==> config.mk <==
export PLATFORM = sky130hd
export DESIGN_NAME = traffick_lights_fsm
export DESIGN_NICKNAME = d
export VERILOG_FILES = /design/src/rtl/traffick_lights_fsm.sv
export SDC_FILE = /design/constraint.sdc
export NUM_CORES = 1
export LEC_CHECK = 0
export CORE_AREA = 2 2 39 41
export CTS_BUF_LIST = sky130_fd_sc_hd__clkbuf_4 sky130_fd_sc_hd__clkbuf_8
export CTS_CLUSTER_SIZE = 14
export DETAILED_ROUTE_END_ITERATION = 8
export DIE_AREA = 0 0 41 43
export PLACE_DENSITY = 0.8
export SYNTH_ARGS = -nofsm -noshare
export SYNTH_HDL_FRONTEND = slang
export SYNTH_SLANG_ARGS = --single-unit
==> constraint.sdc <==
create_clock -name clk -period 3.08 [get_ports clk]
set_clock_uncertainty 0.05 [all_clocks]
set_input_delay 0.308 -clock clk [delete_from_list [all_inputs] [get_ports clk]]
set_output_delay 0.308 -clock clk [all_outputs]
set_load 0.02 [all_outputs]
==> src/rtl/traffick_lights_fsm.sv <==
// -----------------------------------------------------------------------------
// traffick_lights_fsm
//
// Two-street traffic light controller built as a Moore FSM. Street A keeps its
// green while its sensor reports traffic. When A goes quiet, the controller
// steps A through yellow to red and hands green to street B. Street B keeps
// green while its own sensor reports traffic, then steps through yellow back to
// A. Each yellow phase lasts YELLOW_CYCLES clocks.
//
// Parameters
//   YELLOW_CYCLES : clocks spent in each yellow phase (1..255)
//
// Ports
//   clk    in   1  clock, rising-edge active
//   reset  in   1  asynchronous, active-high; forces A green / B red at once
//   TA     in   1  street A traffic sensor (1 = traffic present)
//   TB     in   1  street B traffic sensor (1 = traffic present)
//   LA     out  2  street A light (00 green, 01 yellow, 10 red)
//   LB     out  2  street B light (00 green, 01 yellow, 10 red)
// -----------------------------------------------------------------------------
module traffick_lights_fsm #(
    parameter int YELLOW_CYCLES = 1
) (
    input  logic       clk,
    input  logic       reset,
    input  logic       TA,
    input  logic       TB,
    output logic [1:0] LA,
    output logic [1:0] LB
);

    localparam logic [1:0] GREEN  = 2'b00;
    localparam logic [1:0] YELLOW = 2'b01;
    localparam logic [1:0] RED    = 2'b10;

    // Value loaded into the yellow down-counter when a yellow phase starts.
    // The phase ends on the cycle the counter reads zero, so loading N-1
    // yields exactly N cycles of yellow.
    localparam logic [7:0] YELLOW_LOAD = 8'(YELLOW_CYCLES - 1);

    // Sparse 3-bit encoding: the unused codes give a well-defined recovery
    // path back to S0 should the state register ever be upset.
    typedef enum logic [2:0] {
        S0 = 3'b000,   // A green,  B red
        S1 = 3'b001,   // A yellow, B red
        S2 = 3'b010,   // A red,    B green
        S3 = 3'b100    // A red,    B yellow
    } state_t;

    state_t     state;
    state_t     next_state;
    logic [7:0] cnt;
    logic [7:0] next_cnt;

    // A sensor only counts as "traffic present" when it is a clean 1; an
    // unknown value is read as no traffic so the state never picks up X.
    function automatic logic sensed(input logic s);
        return (s === 1'b1);
    endfunction

    // State and counter register.
    always_ff @(posedge clk or posedge reset) begin
        if (reset) begin
            state <= S0;
            cnt   <= '0;
        end else begin
            state <= next_state;
            cnt   <= next_cnt;
        end
    end

    // Next-state and counter logic.
    always_comb begin
        next_state = S0;
        next_cnt   = cnt;
        case (state)
            S0: begin
                if (sensed(TA)) begin
                    next_state = S0;
                end else begin
                    next_state = S1;
                    next_cnt   = YELLOW_LOAD;
                end
            end
            S1: begin
                if (cnt == 8'd0) begin
                    next_state = S2;
                end else begin
                    next_state = S1;
                    next_cnt   = cnt - 8'd1;
                end
            end
            S2: begin
                if (sensed(TB)) begin
                    next_state = S2;
                end else begin
                    next_state = S3;
                    next_cnt   = YELLOW_LOAD;
                end
            end
            S3: begin
                if (cnt == 8'd0) begin
                    next_state = S0;
                end else begin
                    next_state = S3;
                    next_cnt   = cnt - 8'd1;
                end
            end
            default: begin
                next_state = S0;
                next_cnt   = '0;
            end
        endcase
    end

    // Light decode from the state register only. Illegal codes show the S0
    // pattern so at most one street is ever non-red.
    always_comb begin
        LA = GREEN;
        LB = RED;
        case (state)
            S0: begin
                LA = GREEN;
                LB = RED;
            end
            S1: begin
                LA = YELLOW;
                LB = RED;
            end
            S2: begin
                LA = RED;
                LB = GREEN;
            end
            S3: begin
                LA = RED;
                LB = YELLOW;
            end
            default: begin
                LA = GREEN;
                LB = RED;
            end
        endcase
    end

endmodule

### Word-level counts from Yosys, hierarchy flattened

Cells that the tools add are included.

| cells by class | value |
|---|---|
| $add $sub $neg | 1 |
| $mul | 0 |
| div/mod/pow operators | 0 |
| order comparisons | 0 |
| eq/ne operators | 8 |
| shift operators | 0 |
| mux-type cells | 11 |
| bitwise logic cells | 0 |
| reductions and logical operators | 5 |

Operator list:

| kind | count |
|---|---|
| 2-to-1 mux 8 bit | 3 |
| case mux 8 bit (3 select lines) | 1 |
| case mux 3 bit (4 select lines) | 1 |
| zero test 8 bit | 1 |
| case mux 2 bit (2 select lines) | 2 |
| subtractor 8 x 1 -> 8 bit (second input constant) | 1 |
| 2-to-1 mux 3 bit | 2 |
| != test 2 bit (second input constant) | 3 |
| OR reduction 2 bit | 2 |
| equality test 3 x 1 -> 1 bit (second input constant) | 1 |
| equality test 3 x 2 -> 1 bit (second input constant) | 1 |
| equality test 3 bit (second input constant) | 1 |
| zero test 3 bit | 1 |
| AND reduction 3 bit | 1 |
| case equality test 1 bit (second input constant) | 2 |
| 2-to-1 mux 2 bit | 1 |
| 2-to-1 mux 1 bit | 1 |

| storage, ports and cells | value |
|---|---|
| bits in registers | 11 |
| latch bits | 0 |
| bits in writable memories | 0 |
| ROM bits | 0 |
| output and inout bits | 4 |
| word-level logic and storage cells | 27 |
| memories kept | 0 |

### Longest topological paths before layout

Gate-level depths: netlist of the first run.

| depth | value |
|---|---|
| word-level depth | 4 |
| mapped depth | 7 |

### Worst setup path after synthesis of the first run

Ideal clock, no wire load.

| timing | value |
|---|---|
| kind | flip-flop to flip-flop |
| from | register cnt[0] |
| to | register cnt[0] |
| arrival | 1.681 ns |
| required time | 2.910 ns |
| path slack | 1.229 ns |
| cell stages (with the launch flop) | 8 |
| path buffers | 1 |
| clock period less this slack | 1.851 ns |
| cell sequence | dfrtp_1 > inv_1 > ha_1 > or3b_2 > nor4b_4 > buf_6 > or4_2 > nand2_1 |

| on the way | value |
|---|---|
| longest elaborated chain between the ends | 3 |

RTL lines:

| what | line | RTL |
|---|---|---|
| start: declaration | 52 | `logic [7:0] cnt;` |
| start signal: assignment | 68 | `cnt <= next_cnt;` |
| subtractor 8 x 1 -> 8 bit / zero test 8 bit (equally long branches) | -- |  |
| 2-to-1 mux 8 bit / != test 2 bit (equally long branches) | -- |  |
| case mux 8 bit (3 select lines) / AND reduction 3 bit (equally long branches) | -- |  |

Parallel ways exist; a longest one is shown, timed or not. The select of a mux whose other input is x is not followed.
A chain may end at the register's enable or synchronous reset.

### Worst setup path in the final report of the first run

| timing | value |
|---|---|
| from | register state[1] |
| to | output LA[0] |

| on the way | value |
|---|---|
| longest elaborated chain between the ends | 3 |

RTL lines:

| what | line | RTL |
|---|---|---|
| start: declaration | 50 | `state_t state;` |
| start signal: assignment | 67 | `state <= next_state;` |
| equality test 3 bit / equality test 3 x 2 -> 1 bit (equally long branches) | 121 | `case (state)` |
| OR reduction 2 bit (no line) | -- |  |
| case mux 2 bit (2 select lines) (*) | 121 |  |
| end: declaration | 28 | `output logic [1:0] LA,` |

Mark *: on every way between the ends. The rest lies on a longest branch, timed or not.

==> impl_metrics.env, run 1 <==
export IMPL_relSlewSlack_pct=56.37
export IMPL_rows=14
export IMPL_post_dp_hpwl_mm=1.059
export IMPL_reg2regPathDepth=6
export IMPL_power_density_mw_per_mm2=987.4
export IMPL_swShare_pct=43.00
export IMPL_wl_per_cell_um=13.38
export IMPL_r2r_start="cnt[0]$_DFFE_PP0P_"
export IMPL_grt_pass1_wl_mm=2.394
export IMPL_tightest_slew_ps=651.7
export IMPL_postRouteAntennaNets=0
export IMPL_syn_avg_cell_area_um2=9.196
export IMPL_clkTransAtPathRegs_ps=70
export IMPL_vdd_ir_drop_max_uv=432.5
export IMPL_hold_viol_final=0
export IMPL_first_pass_iters=4
export IMPL_crit_fanout=11
export IMPL_dr_first_iter_drc_count=9
export IMPL_layout_drive_gt1_share_pct=14.61
export IMPL_clock_path_buffers=2
export IMPL_synth_edf_count=0
export IMPL_design_area_um2=845.8
export IMPL_synth_cell_type_count=33
export IMPL_fillers=127
export IMPL_ys_warn_count=0
export IMPL_die_y_um=43
export IMPL_switchingPower_uw=359.1
export IMPL_coreArea_mm2=0.001384
export IMPL_wl_mm=1.405
export IMPL_area_growth_pct=10.82
export IMPL_synth_seq_cells=11
export IMPL_gr_total_overflow=0
export IMPL_syn_area_um2=763.2
export IMPL_syn_num_nets=89
export IMPL_combPwrFrac_pct=54.0
export IMPL_drcViolationCount=0
export IMPL_start_util_pct=55.15
export IMPL_ys_seq_area_share_pct=36.07
export IMPL_setup_tns_ps=0
export IMPL_seq_area_um2=275.3
export IMPL_power_frac_seq_pct=33.3
export IMPL_diodes=0
export IMPL_rsz0062_at_grt="no"
export IMPL_die_x_um=41
export IMPL_worstSetupEndpointType="output pin"
export IMPL_r2r_end="cnt[5]$_DFFE_PP0P_"
export IMPL_synth_cells=83
export IMPL_p_leak_uw=0.0003644
export IMPL_cts_hold_buf=0
export IMPL_die_area_mm2=0.001763
export IMPL_post_cts_buffers=0
export IMPL_postPlaceCellArea_um2=815.8
export IMPL_power_share_clock_pct=12.7
export IMPL_timing_final_crit_share_pct=73.70
export IMPL_grt_usage_pct=20.30
export IMPL_cts_htree_levels=1
export IMPL_ys_dominant_reg_cell="dfrtp_1"
export IMPL_port_buffers=7
export IMPL_nets=96
export IMPL_grt_max_degree=17
export IMPL_period_needed_ps=2270
export IMPL_cts_buffers=3
export IMPL_multi_input_area_um2=427.9
export IMPL_hold_class="input pin to asynchronous set/reset pin"
export IMPL_synth_async_reset_ratio_pct=100.0
export IMPL_place_congestion=0.7728
export IMPL_status="completed"
export IMPL_io_pins=8
export IMPL_cts_sinks=11
export IMPL_max_cap_violations=0
export IMPL_clk_latency_ps=270
export IMPL_crit_type="flip-flop to output pin"
export IMPL_cts_resized=0
export IMPL_cts_tree="yes"
export IMPL_grt_pass1_vias=564
export IMPL_final_common_cell="dfrtp_1"
export IMPL_max_freq_ghz=0.4406
export IMPL_vias_per_cell=5.924
export IMPL_intPower_uw=476.1
export IMPL_reg2reg_slack_ps=910
export IMPL_worstPathArrival_ps=1910
export IMPL_startpoint_type="flip-flop"
export IMPL_most_common_layout_cells="11 x dfrtp_1, 8 x nor2_1, 7 x clkdlybuf4s50_1"
export IMPL_setup_viol=0
export IMPL_report_final_slew_viol_count=0
export IMPL_antenna_found_initial=0
export IMPL_worst_ep_required_time_ps=2720
export IMPL_vias=622
export IMPL_cts_root_buf="clkbuf_4"
==> metal layers <==
layer	global-route usage (%)	share of wire, %	vias up
met5	0	0	-
met4	6.000	0.93	0
met3	9.424	4.0	2
met2	29.69	48	6
met1	26.00	47	294
li1	-	-	320
==> cell families (layout without fill, tap and decap cells) <==
logic type,after synthesis,after routing,share of synthesized area [%]
and+or+nand+nor,36,36,31.31
AOI/OAI and AO/OA,21,21,19.02
DFF,11,11,36.07
xor gates and xnor gates,1,1,1.148
adders and majority gates,2,2,3.278
muxes,1,1,1.312
buffers and inverters,11,17,7.868
==> layout make-up <==
cell class,count,area share [%]
clock buffers,4,3.550
multi-input cells,61,50.59
well taps,16,2.367
inverters,6,2.663
flip-flops and latches,11,32.54
repair buffers,7,8.284
==> power groups by stage <==
| stage | clock (uW) | sequential [uW] | combinational (uW) |
|---|---|---|---|
| floorplan | 0 | 239 | 409 |
| global placement | 0 | 276 | 436 |
| detailed placement | 0 | 280 | 453 |
| CTS | 110 | 277 | 454 |
| global route | 117 | 289 | 515 |
| finish | 106 | 278 | 451 |
==> registers in the layout, indices dropped and copies added, names as in the netlist <==
signal / flops
cnt: 8
state: 3
==> worst max-delay path, stage by stage (launching register included) <==
cell,delay [ps]
dfrtp_1,510
or3b_1,480
inv_1,70
clkdlybuf4s50_1,590
==> cell usage after synthesis (2+ instances only) <==
cell type  number  share of area (%)
nor2_1          8                3.9
nand3b_1        2                2.0
or4_2           3                3.4
a21oi_1         5                3.3
o211ai_1        3                3.0
or4_1           4                3.9
or2_2           2                1.6
buf_2           3                2.0
inv_1           6                3.0
dfrtp_1        11                 36
ha_1            2                3.3
o31ai_1         4                3.9
o21ai_0         3                2.0
nand2_1         5                2.5
buf_6           2                3.0
nand2b_1        3                2.5
==> through the flow <==
stage / hold slack (ps) / util, % / worst slack [ps] / std cells / power [uW]
after CTS: 290.5 / 61.12 / 812.2 / 105 / 841.2
after global routing: 329.7 / 61.12 / 700.6 / 105 / 920.6
after floorplan: 110.4 / - / 1229 / 83 / 648.1
after detailed placement: 496.0 / 58.95 / 859.2 / 101 / 733.3
final: 275.1 / 61.12 / 810.1 / 105 / 835.2
after global placement: 491.9 / 58.95 / 898.8 / 101 / 712.3
==> how the worst max path moves through the flow <==
stage / cells past startpoint / from / endpoint / slack, ps
2_1_floorplan: 7 / cnt[0]$_DFFE_PP0P_ / cnt[0]$_DFFE_PP0P_ / 1230
3_3_place_gp: 5 / TB / cnt[2]$_DFFE_PP0P_ / 900
3_5_place_dp: 5 / TB / cnt[2]$_DFFE_PP0P_ / 860
4_1_cts: 3 / state[1]$_DFF_PP0_ / LA[0] / 810
5_1_grt: 3 / state[0]$_DFF_PP0_ / LA[0] / 700
6_report: 3 / state[1]$_DFF_PP0_ / LA[0] / 810
Note: power is estimated with default switching activity, not from simulation.
==> run 2, diff against run 1 <==
--- a/config.mk
+++ b/config.mk
@@ -5,12 +5,11 @@
 export SDC_FILE = /design/constraint.sdc
 export NUM_CORES = 1
 export LEC_CHECK = 0
-export CORE_AREA = 2 2 39 41
+export CORE_UTILIZATION = 51
 export CTS_BUF_LIST = sky130_fd_sc_hd__clkbuf_4 sky130_fd_sc_hd__clkbuf_8
 export CTS_CLUSTER_SIZE = 14
 export DETAILED_ROUTE_END_ITERATION = 8
-export DIE_AREA = 0 0 41 43
-export PLACE_DENSITY = 0.8
+export PLACE_DENSITY = 0.75
 export SYNTH_ARGS = -nofsm -noshare
 export SYNTH_HDL_FRONTEND = slang
 export SYNTH_SLANG_ARGS = --single-unit
==> constraint.sdc (replaced) <==
create_clock -name clk -period 1.9 [get_ports clk]
set_clock_uncertainty 0.05 [all_clocks]
set_input_delay 0.19 -clock clk [delete_from_list [all_inputs] [get_ports clk]]
set_output_delay 0.19 -clock clk [all_outputs]
set_load 0.02 [all_outputs]
==> run 2 against run 1 <==
  * Sequential power up 53%
  * Combinational power grew 130%
  * Final area rose by 17%
  * Hold slack worse by 120 ps
  * Total power increased by 94%
  * Core utilization is 12 points higher
  * Critical endpoint is now cnt[7]$_DFFE_PP0P_
  * Highest routed layer unchanged
==> impl_metrics.env, run 2 (synthesis results as in run 1) <==
export IMPL_status="completed"
export IMPL_reg_largest_list="cnt: 8 flops, state: 3 flops"
export IMPL_wl_per_cell_um=14.79
export IMPL_fillers=92
export IMPL_grt_pass1_wl_mm=2.739
export IMPL_io_pins=8
export IMPL_port_buffers=7
export IMPL_layout_drive_gt1_share_pct=36.54
export IMPL_cp_common_cell="or4_4"
export IMPL_cts_htree_levels=1
export IMPL_cp_top_family="simple AND/OR/NAND/NOR gates"
export IMPL_die_area_mm2=0.001655
export IMPL_post_dp_hpwl_mm=1.250
export IMPL_worstSetupEndpointType="flip-flop"
export IMPL_clkTransAtPathRegs_ps=70
export IMPL_reg2regPathDepth=5
export IMPL_die_y_um=40.69
export IMPL_worstPathArrival_ps=1930
export IMPL_dr_first_iter_drc_count=11
export IMPL_crit_type="flip-flop to flip-flop"
export IMPL_clk_latency_ps=270
export IMPL_diodes=0
export IMPL_report_final_slew_viol_count=0
export IMPL_grt_usage_pct=25.97
export IMPL_crit_fanout=6
export IMPL_grt_pass1_vias=621
export IMPL_cts_hold_buf=0
export IMPL_cp_num_cells=5
export IMPL_final_common_cell="buf_4"
export IMPL_largest_register="cnt"
export IMPL_hold_class="input pin to asynchronous set/reset pin"
export IMPL_die_x_um=40.69
export IMPL_tightest_slew_ps=425.7
export IMPL_place_congestion=0.7788
export IMPL_first_pass_iters=4
export IMPL_wl_mm=1.760
export IMPL_relSlewSlack_pct=71.59
export IMPL_crit_slowest_cell="or4_4"
export IMPL_cpPeakStageDelay_ps=570
export IMPL_max_cap_violations=0
export IMPL_area_growth_pct=29.18
export IMPL_dp_cells=114
export IMPL_stdcell_count=119
export IMPL_cp_num_buf_inv=1
export IMPL_gr_total_overflow=0
export IMPL_max_freq_ghz=0.5444
export IMPL_drcViolationCount=0
export IMPL_clock_path_buffers=2
export IMPL_start_util_pct=56.53
export IMPL_final_core_util_pct=73.03
export IMPL_worst_ep_required_time_ps=2000
export IMPL_startpoint_type="flip-flop"
export IMPL_cts_buffers=3
export IMPL_cts_sinks=11
export IMPL_p_leak_uw=0.0004638
export IMPL_antenna_found_initial=0
export IMPL_postPlaceCellArea_um2=919.6
export IMPL_cts_root_buf="clkbuf_4"
export IMPL_vias=696
export IMPL_grt_max_degree=12
export IMPL_cp_cell_sequence="or4_4 -> nor4b_4 -> buf_4 -> or4_4 -> a21oi_1"
export IMPL_rows=13
export IMPL_hold_viol_final=0
export IMPL_cts_tree="yes"
export IMPL_vdd_ir_drop_max_uv=851.0
export IMPL_largest_reg_flops=8
export IMPL_coreArea_mm2=0.001350
export IMPL_nets=111
export IMPL_postRouteAntennaNets=0
export IMPL_period_needed_ps=1837
export IMPL_power_density_mw_per_mm2=1645
export IMPL_timing_final_crit_share_pct=96.68
export IMPL_vias_per_cell=5.849
export IMPL_design_area_um2=985.9
export IMPL_hold_ws_ps=155.7
export IMPL_most_common_layout_cells="15 x buf_4, 8 x dfrtp_1, 7 x nor2_1"
export IMPL_setup_viol=0
## run 2: area by class of cell
class / instances / area [um^2] / area share, %
multi-input cells: 61 / 454.2 / 46.07
flip-flops and latches: 11 / 279.0 / 28.30
repair buffers: 22 / 181.4 / 18.40
clock buffers: 4 / 30.03 / 3.046
inverters: 6 / 22.52 / 2.284
well taps: 15 / 18.77 / 1.904
## run 2: metal layers
metal  part of all wire, %  vias to the layer above  track usage [%]  routed length (um)
met2                    47                        7            40.08                 834
met3                   2.1                        2            3.261                  37
met1                    50                      340            34.56                 875
met5                     0                        -                0                   0
met4                  0.68                        0            15.00                  12
li1                      -                      347                -                   -
## run 2: final timing paths
check / start / to / slack, ps
setup / recovery: cnt[2]$_DFFE_PP0P_ / cnt[7]$_DFFE_PP0P_ / 60
hold / removal: reset / cnt[1]$_DFFE_PP0P_ / 160
setup reg to reg: cnt[2]$_DFFE_PP0P_ / cnt[7]$_DFFE_PP0P_ / 60
hold reg to reg: state[2]$_DFF_PP0_ / state[1]$_DFF_PP0_ / 490
max in group asynchronous: reset / cnt[2]$_DFFE_PP0P_ / 1320
min in group clk: state[2]$_DFF_PP0_ / state[1]$_DFF_PP0_ / 490
## run 2: where the power goes
part | internal, uW | switching (uW) | total (uW) | leakage (uW)
clock network | 95.5 | 81.5 | 177 | 0.0000184
logic | 519 | 502 | 1020 | 0.000309
registers | 330 | 94.0 | 424 | 0.000137
total | 945 | 677 | 1620 | 0.000464
## run 2: what timing repair did
item | CTS | global route
setup buffers | 0 | 0
setup endpoints to repair | 5 | 9
resized for setup | 8 | 11
pin swaps | 2 | 3
gates cloned | 1 | 0
## run 2: metrics by stage
step / TNS, ps / power (uW) / worst slack, ps
after CTS: 0 / 1564 / 3.408
after global placement: -283.3 / 1323 / -72.89
final: 0 / 1622 / 63.10
after floorplan: 0 / 1051 / 48.81
after global routing: -11.95 / 1731 / -11.95
after detailed placement: -335.9 / 1355 / -120.9
==> run 3, diff against run 2 <==
--- a/config.mk
+++ b/config.mk
@@ -5,11 +5,12 @@
 export SDC_FILE = /design/constraint.sdc
 export NUM_CORES = 1
 export LEC_CHECK = 0
-export CORE_UTILIZATION = 51
+export CORE_AREA = 2 2 39 41
 export CTS_BUF_LIST = sky130_fd_sc_hd__clkbuf_4 sky130_fd_sc_hd__clkbuf_8
 export CTS_CLUSTER_SIZE = 14
 export DETAILED_ROUTE_END_ITERATION = 8
-export PLACE_DENSITY = 0.75
+export DIE_AREA = 0 0 41 43
+export PLACE_DENSITY = 0.8
 export SYNTH_ARGS = -nofsm -noshare
 export SYNTH_HDL_FRONTEND = slang
 export SYNTH_SLANG_ARGS = --single-unit
==> constraint.sdc (replaced) <==
create_clock -name clk -period 2.3 [get_ports clk]
set_clock_uncertainty 0.05 [all_clocks]
set_input_delay 0.23 -clock clk [delete_from_list [all_inputs] [get_ports clk]]
set_output_delay 0.23 -clock clk [all_outputs]
set_load 0.02 [all_outputs]
==> run 3 against run 2 <==
  * First-iteration DRC count is 9.1% higher
  * Critical path type is now flip-flop to output pin
  * Total power down 30%
  * Largest cell class unchanged
  * Highest routed layer unchanged
  * Combinational power is 40% lower
  * Sequential share of layout area rose by 4.0 points
  * Final cell count is 11% lower
  * Largest power group unchanged
==> impl_metrics.env, run 3 (synthesis results as in run 1) <==
export IMPL_setup_tns_ps=0
export IMPL_clkTransAtPathRegs_ps=70
export IMPL_stdcell_count=106
export IMPL_worst_ep_required_time_ps=2020
export IMPL_vdd_ir_drop_max_uv=774.3
export IMPL_reg_largest_list="cnt: 8 flops, state: 3 flops"
export IMPL_gr_total_overflow=0
export IMPL_dr_first_iter_drc_count=12
export IMPL_seq_area_um2=275.3
export IMPL_rows=14
export IMPL_cts_sinks=11
export IMPL_grt_pass1_wl_mm=2.359
export IMPL_final_common_cell="dfrtp_1"
export IMPL_cts_buffers=3
export IMPL_antenna_found_initial=0
export IMPL_cts_root_buf="clkbuf_4"
export IMPL_vias=635
export IMPL_diodes=0
export IMPL_status="completed"
export IMPL_place_congestion=0.8474
export IMPL_grt_met1_usage_pct=27.91
export IMPL_largest_register="cnt"
export IMPL_first_pass_iters=4
export IMPL_wl_mm=1.497
export IMPL_crit_type="flip-flop to output pin"
export IMPL_max_freq_ghz=0.4593
export IMPL_clk_latency_ps=270
export IMPL_start_util_pct=55.15
export IMPL_total_power_uw=1136
export IMPL_fillers=117
export IMPL_area_growth_pct=11.80
export IMPL_cts_resized=0
export IMPL_coreArea_mm2=0.001384
export IMPL_die_y_um=43
export IMPL_cts_hold_buf=0
export IMPL_grt_usage_pct=20.08
export IMPL_hold_class="input pin to asynchronous set/reset pin"
export IMPL_die_x_um=41
export IMPL_final_setup_worst_slack_ps=122.9
export IMPL_timing_final_crit_share_pct=94.66
export IMPL_report_final_slew_viol_count=0
export IMPL_period_needed_ps=2177
export IMPL_layout_drive_gt1_share_pct=15.56
export IMPL_hold_viol_final=0
export IMPL_use_met3_pct=4.712
export IMPL_dp_cells=102
export IMPL_relSlewSlack_pct=57.05
export IMPL_nets=97
export IMPL_drcViolationCount=0
export IMPL_max_cap_violations=0
export IMPL_grt_use_met2_pct=27.19
export IMPL_worstPathArrival_ps=1900
export IMPL_die_area_mm2=0.001763
export IMPL_startpoint_type="flip-flop"
export IMPL_post_cts_buffers=0
export IMPL_power_density_mw_per_mm2=1332
export IMPL_cp_top_family="buffers and inverters"
export IMPL_cpPeakStageDelay_ps=590
export IMPL_tightest_slew_ps=641.9
export IMPL_setup_viol=0
export IMPL_port_buffers=7
export IMPL_most_common_layout_cells="11 x dfrtp_1, 8 x nor2_1, 7 x clkdlybuf4s50_1"
export IMPL_cp_cell_sequence="or3b_1 -> inv_1 -> clkdlybuf4s50_1"
export IMPL_io_pins=8
export IMPL_cts_htree_levels=1
export IMPL_post_dp_hpwl_mm=1.072
export IMPL_cts_tree="yes"
export IMPL_pre_cts_slack_ps=151.6
export IMPL_wl_per_cell_um=14.12
export IMPL_largest_reg_flops=8
export IMPL_rsz0062_at_grt="no"
export IMPL_multi_input_area_um2=427.9
export IMPL_worstSetupEndpointType="output pin"
export IMPL_vias_per_cell=5.991
export IMPL_clock_path_buffers=2
export IMPL_cp_num_buf_inv=2
export IMPL_crit_fanout=12
export IMPL_postRouteAntennaNets=0
export IMPL_crit_slowest_cell="clkdlybuf4s50_1"
export IMPL_grt_pass1_vias=529
export IMPL_p_leak_uw=0.0003698
export IMPL_busiest_layer="met1"
export IMPL_hold_ws_ps=186.9
export IMPL_grt_max_degree=17
run 3: cell types whose count changed in the layout (fill, tap and decap cells not counted), moves of 2 or more:
cell             previous run  this run
buf_4                      15         1
a21oi_1                     3         5
clkdlybuf4s50_1             3         7
inv_2                       2         0
or4_4                       4         1
dfrtp_1                     8        11
a21oi_2                     2         0
dfrtp_2                     3         0
inv_1                       4         6
dlygate4sd2_1               3         0
or4_2                       1         3
run 3: path summary, 6_finish.rpt:
check / from / endpoint / slack (ps) / cells past startpoint
max in group asynchronous: reset / cnt[6]$_DFFE_PP0P_ / 1720 / 2
max reg2reg: state[1]$_DFF_PP0_ / cnt[5]$_DFFE_PP0P_ / 240 / 4
min reg2reg: cnt[7]$_DFFE_PP0P_ / cnt[7]$_DFFE_PP0P_ / 510 / 2
min in group clk: cnt[7]$_DFFE_PP0P_ / cnt[7]$_DFFE_PP0P_ / 510 / 2
max: state[0]$_DFF_PP0_ / LA[0] / 120 / 3
min: reset / state[2]$_DFF_PP0_ / 190 / 2
run 3: through the flow:
stage                     util, %  area [um^2]
final                       61.66        853.3
after global routing        61.66        853.3
after CTS                   61.66        853.3
after detailed placement    59.49        823.3
after global placement      59.49        823.3
after floorplan                 -        763.2
run 3: per-layer routing:
metal	part of all wire, %	vias up
li1	-	323
met1	48	301
met2	47	7
met3	2.1	4
met4	2.3	0
met5	0	-
run 3: layout make-up:
cell class,count,area share [%]
multi-input cells,61,50.15
flip-flops and latches,11,32.26
repair buffers,8,9.091
clock buffers,4,3.519
inverters,6,2.639
well taps,16,2.346
run 3: report_power, final:
part           leakage, uW  internal (uW)  switching [uW]
Sequential        0.000141            269             103
Combinational     0.000210            298             319
Clock            0.0000184           79.0            68.5
Total             0.000370            646             491
run 3: worst reg2reg max path, delay by kind of cell, from the launching register on:
kind	cells	cell delay [ps]
compound gates	1	170
flops	1	550
mux	1	320
simple gates	2	890
